[src/rtl/quad_pkg.sv]
// Shared types and Gray-code step classification for the quadrature decoder.
package quad_pkg;

  typedef logic [1:0] ab_t;

  typedef enum logic {
    S_INIT = 1'b0,
    S_RUN  = 1'b1
  } state_t;

  localparam ab_t AB_00 = 2'b00;
  localparam ab_t AB_01 = 2'b01;
  localparam ab_t AB_11 = 2'b11;
  localparam ab_t AB_10 = 2'b10;

  typedef struct packed {
    logic valid;
    logic up;
    logic illegal;
  } step_t;

  // Next pair along the forward sequence 00 -> 01 -> 11 -> 10 -> 00.
  function automatic ab_t fwd_next(input ab_t p);
    ab_t n;
    case (p)
      AB_00:   n = AB_01;
      AB_01:   n = AB_11;
      AB_11:   n = AB_10;
      default: n = AB_00;
    endcase
    return n;
  endfunction

  function automatic step_t step_dir(input ab_t prev, input ab_t cur);
    step_t s;
    ab_t   diff;
    diff      = prev ^ cur;
    s.illegal = (diff == 2'b11);
    s.valid   = (diff == 2'b01) || (diff == 2'b10);
    s.up      = (cur == fwd_next(prev));
    return s;
  endfunction

endpackage

[src/rtl/quad_sync_filter.sv]
// Per-channel synchronizer chain followed by a level-hold glitch filter.
module quad_sync_filter #(
  parameter int SYNC_STAGES = 2,
  parameter int FILTER_LEN  = 3
) (
  input  logic clk,
  input  logic rst_n,
  input  logic d_in,
  output logic d_acc,
  output logic acc_stb
);

  logic [SYNC_STAGES-1:0] sync_q;
  logic [SYNC_STAGES-1:0] sync_d;
  logic [3:0]             cnt_q;
  logic [3:0]             cnt_d;
  logic                   acc_q;
  logic                   stb_q;
  logic                   sync_out;

  assign sync_d[0] = d_in;
  generate
    for (genvar gi = 1; gi < SYNC_STAGES; gi++) begin : g_sync
      assign sync_d[gi] = sync_q[gi-1];
    end
  endgenerate

  assign sync_out = sync_q[SYNC_STAGES-1];
  assign cnt_d    = cnt_q + 4'd1;

  always_ff @(posedge clk) begin
    if (!rst_n) begin
      sync_q <= '0;
      cnt_q  <= '0;
      acc_q  <= 1'b0;
      stb_q  <= 1'b0;
    end else begin
      sync_q <= sync_d;
      stb_q  <= 1'b0;
      // Count only while the new level persists; any return restarts the count.
      if (sync_out != acc_q) begin
        if (cnt_d == 4'(FILTER_LEN)) begin
          acc_q <= sync_out;
          cnt_q <= '0;
          stb_q <= 1'b1;
        end else begin
          cnt_q <= cnt_d;
        end
      end else begin
        cnt_q <= '0;
      end
    end
  end

  assign d_acc   = acc_q;
  assign acc_stb = stb_q;

endmodule

[src/rtl/quad_step_decoder.sv]
// Quadrature front end: filtered A/B channels decoded into en/up strobes,
// a wrapping position count and a sticky illegal-transition flag.
module quad_step_decoder
  import quad_pkg::*;
#(
  parameter int WIDTH       = 4,
  parameter int SYNC_STAGES = 2,
  parameter int FILTER_LEN  = 3
) (
  input  logic             clk,
  input  logic             rst_n,
  input  logic             a_in,
  input  logic             b_in,
  input  logic             err_clr,
  output logic             en,
  output logic             up,
  output logic [WIDTH-1:0] pos,
  output logic             err
);

  // Long enough for a static pin level present at reset release to be accepted.
  localparam int       SETTLE      = SYNC_STAGES + FILTER_LEN + 1;
  localparam bit [4:0] SETTLE_LAST = 5'(SETTLE - 1);

  logic             a_acc, b_acc, a_stb, b_stb;
  ab_t              cur_ab;
  ab_t              prev_ab_q;
  state_t           state_q;
  logic [4:0]       init_cnt_q;
  logic             en_q, up_q, err_q;
  logic [WIDTH-1:0] pos_q, pos_d;
  step_t            step;
  logic             step_stb;

  quad_sync_filter #(.SYNC_STAGES(SYNC_STAGES), .FILTER_LEN(FILTER_LEN)) u_filt_a (
    .clk(clk), .rst_n(rst_n), .d_in(a_in), .d_acc(a_acc), .acc_stb(a_stb)
  );

  quad_sync_filter #(.SYNC_STAGES(SYNC_STAGES), .FILTER_LEN(FILTER_LEN)) u_filt_b (
    .clk(clk), .rst_n(rst_n), .d_in(b_in), .d_acc(b_acc), .acc_stb(b_stb)
  );

  assign cur_ab   = {a_acc, b_acc};
  assign step_stb = a_stb | b_stb;
  assign step     = step_dir(prev_ab_q, cur_ab);
  assign pos_d    = step.up ? pos_q + WIDTH'(1) : pos_q - WIDTH'(1);

  always_ff @(posedge clk) begin
    if (!rst_n) begin
      state_q    <= S_INIT;
      init_cnt_q <= '0;
      prev_ab_q  <= AB_00;
      en_q       <= 1'b0;
      up_q       <= 1'b1;
      pos_q      <= '0;
      err_q      <= 1'b0;
    end else begin
      prev_ab_q <= cur_ab;
      en_q      <= 1'b0;
      unique case (state_q)
        S_INIT: begin
          if (init_cnt_q == SETTLE_LAST) begin
            state_q <= S_RUN;
          end else begin
            init_cnt_q <= init_cnt_q + 5'd1;
          end
        end
        S_RUN: begin
          if (step_stb && step.valid) begin
            en_q  <= 1'b1;
            up_q  <= step.up;
            pos_q <= pos_d;
          end
        end
        default: state_q <= S_INIT;
      endcase
      // A new illegal transition outranks a simultaneous clear.
      if ((state_q == S_RUN) && step_stb && step.illegal) begin
        err_q <= 1'b1;
      end else if (err_clr) begin
        err_q <= 1'b0;
      end
    end
  end

  assign en  = en_q;
  assign up  = up_q;
  assign pos = pos_q;
  assign err = err_q;

endmodule
[config.mk]
export PLATFORM = sky130hd
export DESIGN_NAME = quad_step_decoder
export DESIGN_NICKNAME = d
export VERILOG_FILES = /design/src/rtl/quad_pkg.sv /design/src/rtl/quad_sync_filter.sv /design/src/rtl/quad_step_decoder.sv
export SDC_FILE = /design/constraint.sdc
export NUM_CORES = 1
export LEC_CHECK = 0
export ABC_AREA = 1
export BUFFER_PORTS_ARGS = -buffer_cell sky130_fd_sc_hd__buf_2
export CAP_MARGIN = 20
export CORE_ASPECT_RATIO = 1.5
export CORE_MARGIN = 5
export CORE_UTILIZATION = 40
export CTS_CLUSTER_SIZE = 12
export DETAILED_ROUTE_END_ITERATION = 16
export GPL_ROUTABILITY_DRIVEN = 1
export SLEW_MARGIN = 30
export SYNTH_ARGS = -nofsm -noshare
export SYNTH_HDL_FRONTEND = slang
export SYNTH_SLANG_ARGS = --single-unit
[constraint.sdc]
create_clock -name clk -period 3.2 [get_ports clk]
set_input_delay 0.32 -clock clk [delete_from_list [all_inputs] [get_ports clk]]
set_output_delay 0.32 -clock clk [all_outputs]
set_load 0.1 [all_outputs]
==> impl_metrics.json, run 1 <==
{
  "n_antenna_cell": 0,
  "clock_path_buffers": 2,
  "register_area_sq_um": 621,
  "grt_use_total_pct": 10.4,
  "cp.required_ns": 3.37,
  "drive_gt1_share_pct": 21.1,
  "h-tree-depth": 2,
  "fmax_ghz": 0.570,
  "yosys_warnings": 0,
  "syn_area_per_cell_sq_um": 8.17,
  "synth_top_area_share_pct": 43.4,
  "tightestPinTransition_ns": 0.487,
  "synth_common_cells": "dfxtp_1 (31), nor2_1 (26), nand2_1 (25)",
  "synth_edf_count": 0,
  "dp.cells": 224,
  "maxSlewViolCount": 0,
  "nets": 204,
  "synth_ff_type": "dfxtp_1",
  "routedWlPerCell_um": 9.63,
  "hold_viol": 0,
  "drv_cap": 0,
  "ioPinCount": 12,
  "p_leak_nw": 0.720,
  "report.final.setup_viol": 0,
  "seq_area_frac_synth_pct": 43.4,
  "top_layer": "met4",
  "cts.clk_slew.worst_paths_ns": 0.06,
  "finalWorstSetupSlack_ns": 1.45,
  "placement.io_buffers": 11,
  "clkSinkCount": 31,
  "hold-path-cell-count": 3,
  "drt-met1-wl_um": 906,
  "cp.arrival_ns": 1.92,
  "start_util_pct": 41.5,
  "grt_pass1_wl_um": 4020,
  "rsz0062_at_grt": "no",
  "max_slew_margin_pct": 67.8,
  "syn_nets": 190,
  "die_width_um": 58.8,
  "cts_tree": "built",
  "min_path_type": "in2reg",
  "min_period_ns": 1.75,
  "cts_buffers": 5,
  "hold_buffers": 0,
  "yosys.cell_count.top_type": "dfxtp_1",
  "cellPowerDensity_mw_per_mm2": 473,
  "reg2regPathDepth": 11,
  "final.setup_skew_ns": 0.00676,
  "peakVddDrop_mv": 0.411,
  "final.period_utilization_pct": 54.8,
  "synth_top_cell_by_area": "dfxtp_1",
  "hold_end": "u_filt_b.sync_q[0]$_SDFF_PN0_",
  "start_kind": "register",
  "die_h_um": 83.2,
  "critPathKind": "reg2reg",
  "pre_cts_ws_ns": 1.44,
  "rrSetupSlack_ns": 1.45,
  "wirelength_um": 2230,
  "wl_met2_um": 1210,
  "setup_tns_ns": 0,
  "cts_setup_buffers": 0,
  "wl_met3_um": 87,
  "clk_latency_ns": 0.27,
  "post-route-util_pct": 46.6,
  "grt_max_degree": 19,
  "syn-cell-area_sq_mm": 0.00143,
  "fp-row-count": 26,
  "first_pass_iters": 4,
  "final_cells": 232,
  "vias": 1048,
  "post_cts_resized": 0,
  "drt_iter0_drc": 55,
  "crit_fanout": 7,
  "hold_ws_ns": 0.242,
  "via_per_inst": 4.52,
  "die_area_sq_mm": 0.00490,
  "netlist_instances": 175,
  "async_reset_ff_share_pct": 0,
  "hold_start": "b_in",
  "root_buffer": "clkbuf_8",
  "overflow": 0,
  "antenna_found_initial": 0,
  "multi_input_area_sq_um": 671,
  "ys_seq_elements": 31,
  "r2r-end": "pos[3]$_SDFFE_PN0P_",
  "ant_nets": 0,
  "endpoint_kind": "register",
  "area_growth_pct": 12.2,
  "synth_cell_types": 23,
  "grt_pass1_vias": 1004,
  "dp_hpwl_um": 1730,
  "outcome": "completed",
  "rr_startpoint": "u_filt_b.d_acc$_SDFFE_PN0P_",
  "coreArea_sq_mm": 0.00345,
  "place_congestion": 0.712,
  "ys_top_cells_by_area": "dfxtp_1 (43%), ha_1 (7.9%), nor2_1 (6.8%), nand2_1 (6.6%), inv_1 (3.9%)",
  "fillers": 364,
  "drc": 0
}
==> metrics by stage <==
step           area [sq um]  power [mW]
6_report               1610       0.760
5_1_grt                1610       0.799
3_3_place_gp           1510       0.441
3_5_place_dp           1510       0.443
2_1_floorplan          1430       0.435
4_1_cts                1610       0.771
==> kinds of logic after synthesis <==
family	synth area share (%)
simple gates	25.8
flops	43.4
buf+inv	9.71
compound gates	6.30
fa+ha+maj	9.27
xor+xnor	5.51
==> cell usage in the layout (no fill, tap or decap), drive strengths merged <==
cell type	instances
nand2	34
inv	27
xor2	4
or2	2
fa	1
a21oi	9
and2	2
o21ai	9
xnor2	5
nand4	2
and3	1
nand3	9
clkbuf	8
ha	9
nor2	26
dfxtp	31
buf	11
==> area by class of cell <==
cell class / count / area share [%]
repair buffers: 11 / 3.43
inverters: 27 / 6.63
multi-input cells: 113 / 41.8
flip-flops and latches: 31 / 38.7
clock buffers: 8 / 6.24
well taps: 42 / 3.27
==> per-layer routing <==
layer,global-route usage (%),up-vias
met5,0,-
met4,4.95,0
met3,3.26,2
met2,17.8,11
met1,11.0,471
li1,-,564
==> worst max path at each step <==
stage | startpoint | endpoint | depth (start not counted)
finish | u_filt_b.d_acc$_SDFFE_PN0P_ | pos[3]$_SDFFE_PN0P_ | 11
global route | u_filt_b.d_acc$_SDFFE_PN0P_ | pos[3]$_SDFFE_PN0P_ | 11
CTS | u_filt_b.d_acc$_SDFFE_PN0P_ | pos[3]$_SDFFE_PN0P_ | 11
detailed placement | u_filt_b.d_acc$_SDFFE_PN0P_ | pos[3]$_SDFFE_PN0P_ | 11
global placement | u_filt_b.d_acc$_SDFFE_PN0P_ | pos[3]$_SDFFE_PN0P_ | 11
floorplan | pos[2]$_SDFFE_PN0P_ | pos[3]$_SDFFE_PN0P_ | 8
==> flip-flops by register name, summed over array words and instances, names as in the netlist <==
signal,count
pos,4
u_filt_a.d_acc,1
init_cnt_q,5
u_filt_a.cnt_q,4
u_filt_b.acc_stb,1
u_filt_a.acc_stb,1
err,1
u_filt_b.d_acc,1
u_filt_b.sync_q,2
u_filt_a.sync_q,2
prev_ab_q,2
state_q,1
up,1
en,1
u_filt_b.cnt_q,4
==> power by group <==
part	internal (mW)	total, mW	switching (mW)
clock	0.196	0.326	0.130
combinational	0.0118	0.0304	0.0186
sequential	0.395	0.404	0.00837
total	0.603	0.760	0.157
==> critical path, cell delays in order, from the launching register on <==
cell	delay, ns
dfxtp_1	0.45
nand2_1	0.13
nand2_4	0.08
nand2_4	0.07
ha_1	0.33
or2_1	0.23
nand2_1	0.07
nand3_1	0.08
inv_1	0.06
nor2_1	0.04
nor2_1	0.07
nor2_1	0.05
No activity file was read; power rests on OpenSTA's default activity.
==> run 2: changes to the inputs <==
clock period = 1.4 ns   (was 3.2 ns; I/O delays follow)
==> impl_metrics.json, run 2 (same netlist as run 1, synthesis figures left out) <==
{
  "outcome": "complete, but fails checks",
  "violations": "setup timing",
  "overflow": 0,
  "cp.arrival_ns": 1.68,
  "report.final.setup_viol": 3,
  "via_per_inst": 4.60,
  "ioPinCount": 12,
  "critPathKind": "reg2reg",
  "placement.io_buffers": 11,
  "cp.required_ns": 1.57,
  "maxSlewViolCount": 0,
  "h-tree-depth": 2,
  "cts_tree": "built",
  "post-route-util_pct": 51.0,
  "p_leak_nw": 0.778,
  "final.setup_skew_ns": 0.00377,
  "antenna_found_initial": 0,
  "start_util_pct": 41.5,
  "coreArea_sq_mm": 0.00345,
  "hold_viol": 0,
  "n_antenna_cell": 0,
  "cts.clk_slew.worst_paths_ns": 0.06,
  "endpoint_kind": "register",
  "grt_pass1_wl_um": 4700,
  "die_h_um": 83.2,
  "tightestPinTransition_ns": 0.490,
  "drive_gt1_share_pct": 35.8,
  "rr_startpoint": "u_filt_b.d_acc$_SDFFE_PN0P_",
  "min_period_ns": 1.51,
  "first_pass_iters": 4,
  "grt_pass1_vias": 1198,
  "fmax_ghz": 0.662,
  "mostFrequentLayoutCells": "nand2_1 (24), dfxtp_1 (24), nor2_1 (22)",
  "fp-row-count": 26,
  "clk_latency_ns": 0.27,
  "final.period_utilization_pct": 108,
  "start_kind": "register",
  "rsz0062_at_grt": "yes",
  "nets": 216,
  "area_growth_pct": 23.0,
  "clock_path_buffers": 2,
  "min_path_type": "in2reg",
  "clkSinkCount": 31,
  "die_area_sq_mm": 0.00490,
  "rrSetupSlack_ns": -0.11,
  "vias": 1118,
  "hold_buffers": 0,
  "total_power_mw": 1.62,
  "final_cells": 243,
  "grt_max_degree": 19,
  "cellPowerDensity_mw_per_mm2": 920,
  "cts_buffers": 5,
  "place_congestion": 0.743,
  "dp_hpwl_um": 1870,
  "r2r-end": "pos[3]$_SDFFE_PN0P_",
  "finalWorstSetupSlack_ns": -0.110,
  "peakVddDrop_mv": 0.695,
  "top_register": "init_cnt_q",
  "pre_cts_ws_ns": -0.147,
  "drv_cap": 0,
  "worstSetupStartpoint": "u_filt_b.d_acc$_SDFFE_PN0P_",
  "root_buffer": "clkbuf_8",
  "wirelength_um": 2550,
  "die_width_um": 58.8,
  "max_slew_margin_pct": 67.5,
  "drt_iter0_drc": 11,
  "drc": 0,
  "ant_nets": 0,
  "largest_reg_flops": 5,
  "grt_use_total_pct": 12.1,
  "crit_fanout": 4,
  "critPathCapture": "pos[3]$_SDFFE_PN0P_",
  "reg2regPathDepth": 12,
  "dp.cells": 232,
  "routedWlPerCell_um": 10.5
}
-- run 2: how the worst min path moves through the flow --
stage | from | endpoint | slack (ns) | depth (start not counted)
6_report | a_in | u_filt_a.sync_q[0]$_SDFF_PN0_ | 0.06 | 3
5_1_grt | b_in | u_filt_b.sync_q[0]$_SDFF_PN0_ | 0.08 | 3
4_1_cts | a_in | u_filt_a.sync_q[0]$_SDFF_PN0_ | 0.05 | 3
3_5_place_dp | a_in | u_filt_a.sync_q[0]$_SDFF_PN0_ | 0.34 | 3
3_3_place_gp | b_in | u_filt_b.sync_q[0]$_SDFF_PN0_ | 0.34 | 3
2_1_floorplan | a_in | u_filt_a.sync_q[0]$_SDFF_PN0_ | 0.25 | 2
-- run 2: where the power goes --
part	switching (mW)	internal, mW
sequential	0.0194	0.894
combinational	0.0452	0.0287
clock	0.290	0.341
total	0.355	1.26
-- run 2: repair_timing --
item | 4_1_cts | 5_1_grt
gates cloned | 0 | 0
pin swaps | 8 | 7
buffers inserted | 3 | 1
gates resized for setup | 9 | 14
endpoints found under the setup margin | 5 | 9
-- run 2: layer usage --
layer | up-vias | track usage (%) | share of wire (%)
met1 | 513 | 11.0 | 39
li1 | 593 | - | -
met2 | 10 | 22.9 | 57
met5 | - | 0 | 0
met3 | 2 | 4.19 | 3.3
met4 | 0 | 4.95 | 0.90
-- run 2: layout make-up --
class                   instances  area (sq um)
clock buffers                   7          76.3
fillers                       353          1690
inverters                      27           106
multi-input cells             113           729
flip-flops and latches         31           642
well taps                      42          52.6
repair buffers                 23           153
-- run 2: critical path, cell delays in order, from the launching register on --
cell	delay [ns]
dfxtp_4	0.36
inv_2	0.05
nand2_2	0.05
nand2_4	0.07
nand2_4	0.06
ha_4	0.23
or2_1	0.22
nand2_1	0.08
nand3_2	0.07
inv_1	0.07
nor2_2	0.04
nor2_1	0.08
nor2_1	0.04
-- run 2: per-stage QoR --
| stage | area (sq um) | TNS (ns) | hold WS [ns] |
|---|---|---|---|
| 2_1_floorplan | 1450 | -0.122 | 0.247 |
| 3_3_place_gp | 1590 | -0.206 | 0.339 |
| 3_5_place_dp | 1590 | -0.375 | 0.335 |
| 4_1_cts | 1710 | -0.200 | 0.0475 |
| 5_1_grt | 1760 | -0.568 | 0.0767 |
| 6_report | 1760 | -0.183 | 0.0585 |
==> run 3: changes to the inputs <==
SETUP_SLACK_MARGIN = 0.3   (was unset)
==> impl_metrics.json, run 3 (same netlist as run 1, synthesis figures left out) <==
{
  "root_buffer": "clkbuf_8",
  "outcome": "complete, but fails checks",
  "critPathKind": "reg2reg",
  "clock_path_buffers": 2,
  "start_kind": "register",
  "cellPowerDensity_mw_per_mm2": 861,
  "antenna_found_initial": 0,
  "crit_fanout": 4,
  "grt_use_total_pct": 12.7,
  "drive_gt1_share_pct": 51.7,
  "cts.clk_slew.worst_paths_ns": 0.06,
  "crit_slowest_cell": "dfxtp_2",
  "h-tree-depth": 2,
  "path_delay_family": "simple AND/OR/NAND/NOR gates",
  "violations": "setup timing",
  "hold_viol": 0,
  "place_congestion": 0.750,
  "finalWorstSetupSlack_ns": -0.0869,
  "reg2regPathDepth": 12,
  "first_pass_iters": 4,
  "min_period_ns": 1.49,
  "maxSlewViolCount": 0,
  "p_leak_nw": 0.819,
  "crit_path_frequent_cell": "nor2_1",
  "grt_max_degree": 19,
  "slowest_delay_ns": 0.36,
  "cts_buffers": 5,
  "coreArea_sq_mm": 0.00345,
  "hold-path-cell-count": 3,
  "nets": 221,
  "routedWlPerCell_um": 11.3,
  "largest_reg_flops": 5,
  "cp.required_ns": 1.58,
  "drt_iter0_drc": 37,
  "fp-row-count": 26,
  "tightestPinTransition_ns": 0.360,
  "clkSinkCount": 31,
  "clk_latency_ns": 0.28,
  "grt_pass1_wl_um": 4790,
  "overflow": 0,
  "dp.cells": 233,
  "drc": 0,
  "max_slew_margin_pct": 76.0,
  "grt_pass1_vias": 1200,
  "min_path_type": "in2reg",
  "top_register": "init_cnt_q",
  "vias": 1171,
  "report.final.setup_viol": 3,
  "final.period_utilization_pct": 106,
  "die_width_um": 58.8,
  "hold_end": "u_filt_a.sync_q[0]$_SDFF_PN0_",
  "area_growth_pct": 40.2,
  "cts_tree": "built",
  "post-route-util_pct": 58.1,
  "peakVddDrop_mv": 0.678,
  "rr_startpoint": "prev_ab_q[1]$_SDFF_PN0_",
  "die_h_um": 83.2,
  "final_cells": 249,
  "setup_tns_ns": -0.167,
  "total_power_mw": 1.73,
  "crit_buf_inv": 2,
  "dp_hpwl_um": 1840,
  "die_area_sq_mm": 0.00490,
  "ant_nets": 0,
  "rsz0062_at_grt": "yes",
  "n_antenna_cell": 0,
  "critical_path_cell_count": 12,
  "ioPinCount": 12,
  "wirelength_um": 2820,
  "hold_start": "a_in",
  "placement.io_buffers": 11,
  "endpoint_kind": "register",
  "via_per_inst": 4.70,
  "cp.arrival_ns": 1.67,
  "drv_cap": 0,
  "fmax_ghz": 0.673,
  "r2r-end": "pos[3]$_SDFFE_PN0P_",
  "final.setup_skew_ns": 0.00397,
  "rrSetupSlack_ns": -0.09,
  "mostFrequentLayoutCells": "nand2_1 (19), nor2_1 (19), dfxtp_1 (17)",
  "timing.critical_path.cells": "inv_2 > nand2_2 > nand2_4 > nand2_4 > ha_4 > or2_1 > nand2_1 > nand3_1 > inv_1 > nor2_1 > nor2_1 > nor2_1",
  "start_util_pct": 41.5
}
run 3: cell count changes in the layout (fill, tap and decap cells not counted), moves of 5 or more:
cell	delta
ha_1	-6
buf_6	+7
nand2_1	-5
dfxtp_1	-7
buf_2	-7
buf_4	+5
ha_4	+6
nand2_2	+5
run 3: worst max-delay path by stage:
stage | startpoint | end
global placement | prev_ab_q[0]$_SDFF_PN0_ | pos[3]$_SDFFE_PN0P_
detailed placement | u_filt_a.d_acc$_SDFFE_PN0P_ | pos[3]$_SDFFE_PN0P_
CTS | prev_ab_q[1]$_SDFF_PN0_ | pos[3]$_SDFFE_PN0P_
floorplan | u_filt_a.d_acc$_SDFFE_PN0P_ | pos[3]$_SDFFE_PN0P_
global route | prev_ab_q[1]$_SDFF_PN0_ | pos[3]$_SDFFE_PN0P_
finish | prev_ab_q[1]$_SDFF_PN0_ | pos[3]$_SDFFE_PN0P_
run 3: worst reg2reg max path, cell delays in order, from the launching register on:
cell and delay, ns:
dfxtp_2 0.36, inv_2 0.04, nand2_2 0.07, nand2_4 0.06, nand2_4 0.09, ha_4 0.21
or2_1 0.20, nand2_1 0.07, nand3_1 0.08, inv_1 0.06, nor2_1 0.03, nor2_1 0.07
nor2_1 0.04
run 3: routing by layer:
metal	up-vias	wire length, um	global-route usage, %
li1	601	-	-
met1	545	1070	11.9
met2	18	1590	22.2
met3	7	91	4.97
met4	0	67	7.22
met5	-	0	0
run 3: cell type report:
type                       count  area (sq um)
sequential                    31           661
tap                           42          52.6
clock buffer                   7          76.3
inverter                      27           111
fill                         298          1440
clock inverter                 1          5.00
multi-input combinational    113           865
timing repair buffer          28           234
run 3: report_power, final:
part / total, mW / internal [mW] / switching [mW]
clock: 0.669 / 0.348 / 0.321
sequential: 0.913 / 0.891 / 0.0219
combinational: 0.144 / 0.0685 / 0.0752
total: 1.73 / 1.31 / 0.418
run 3: per-stage QoR:
stage / setup WS (ns) / hold slack (ns) / area, sq um
3_5_place_dp: -0.115 / 0.336 / 1630
6_report: -0.0869 / 0.0484 / 2000
5_1_grt: -0.196 / 0.0649 / 2000
2_1_floorplan: -0.122 / 0.247 / 1490
3_3_place_gp: -0.0898 / 0.332 / 1630
4_1_cts: -0.0835 / 0.0379 / 1900
run 3: repair_timing:
action,CTS,global route
buffers inserted,7,1
setup endpoints to repair,25,25
pin swaps,12,9
hold buffers,0,0
gates resized for setup,41,25
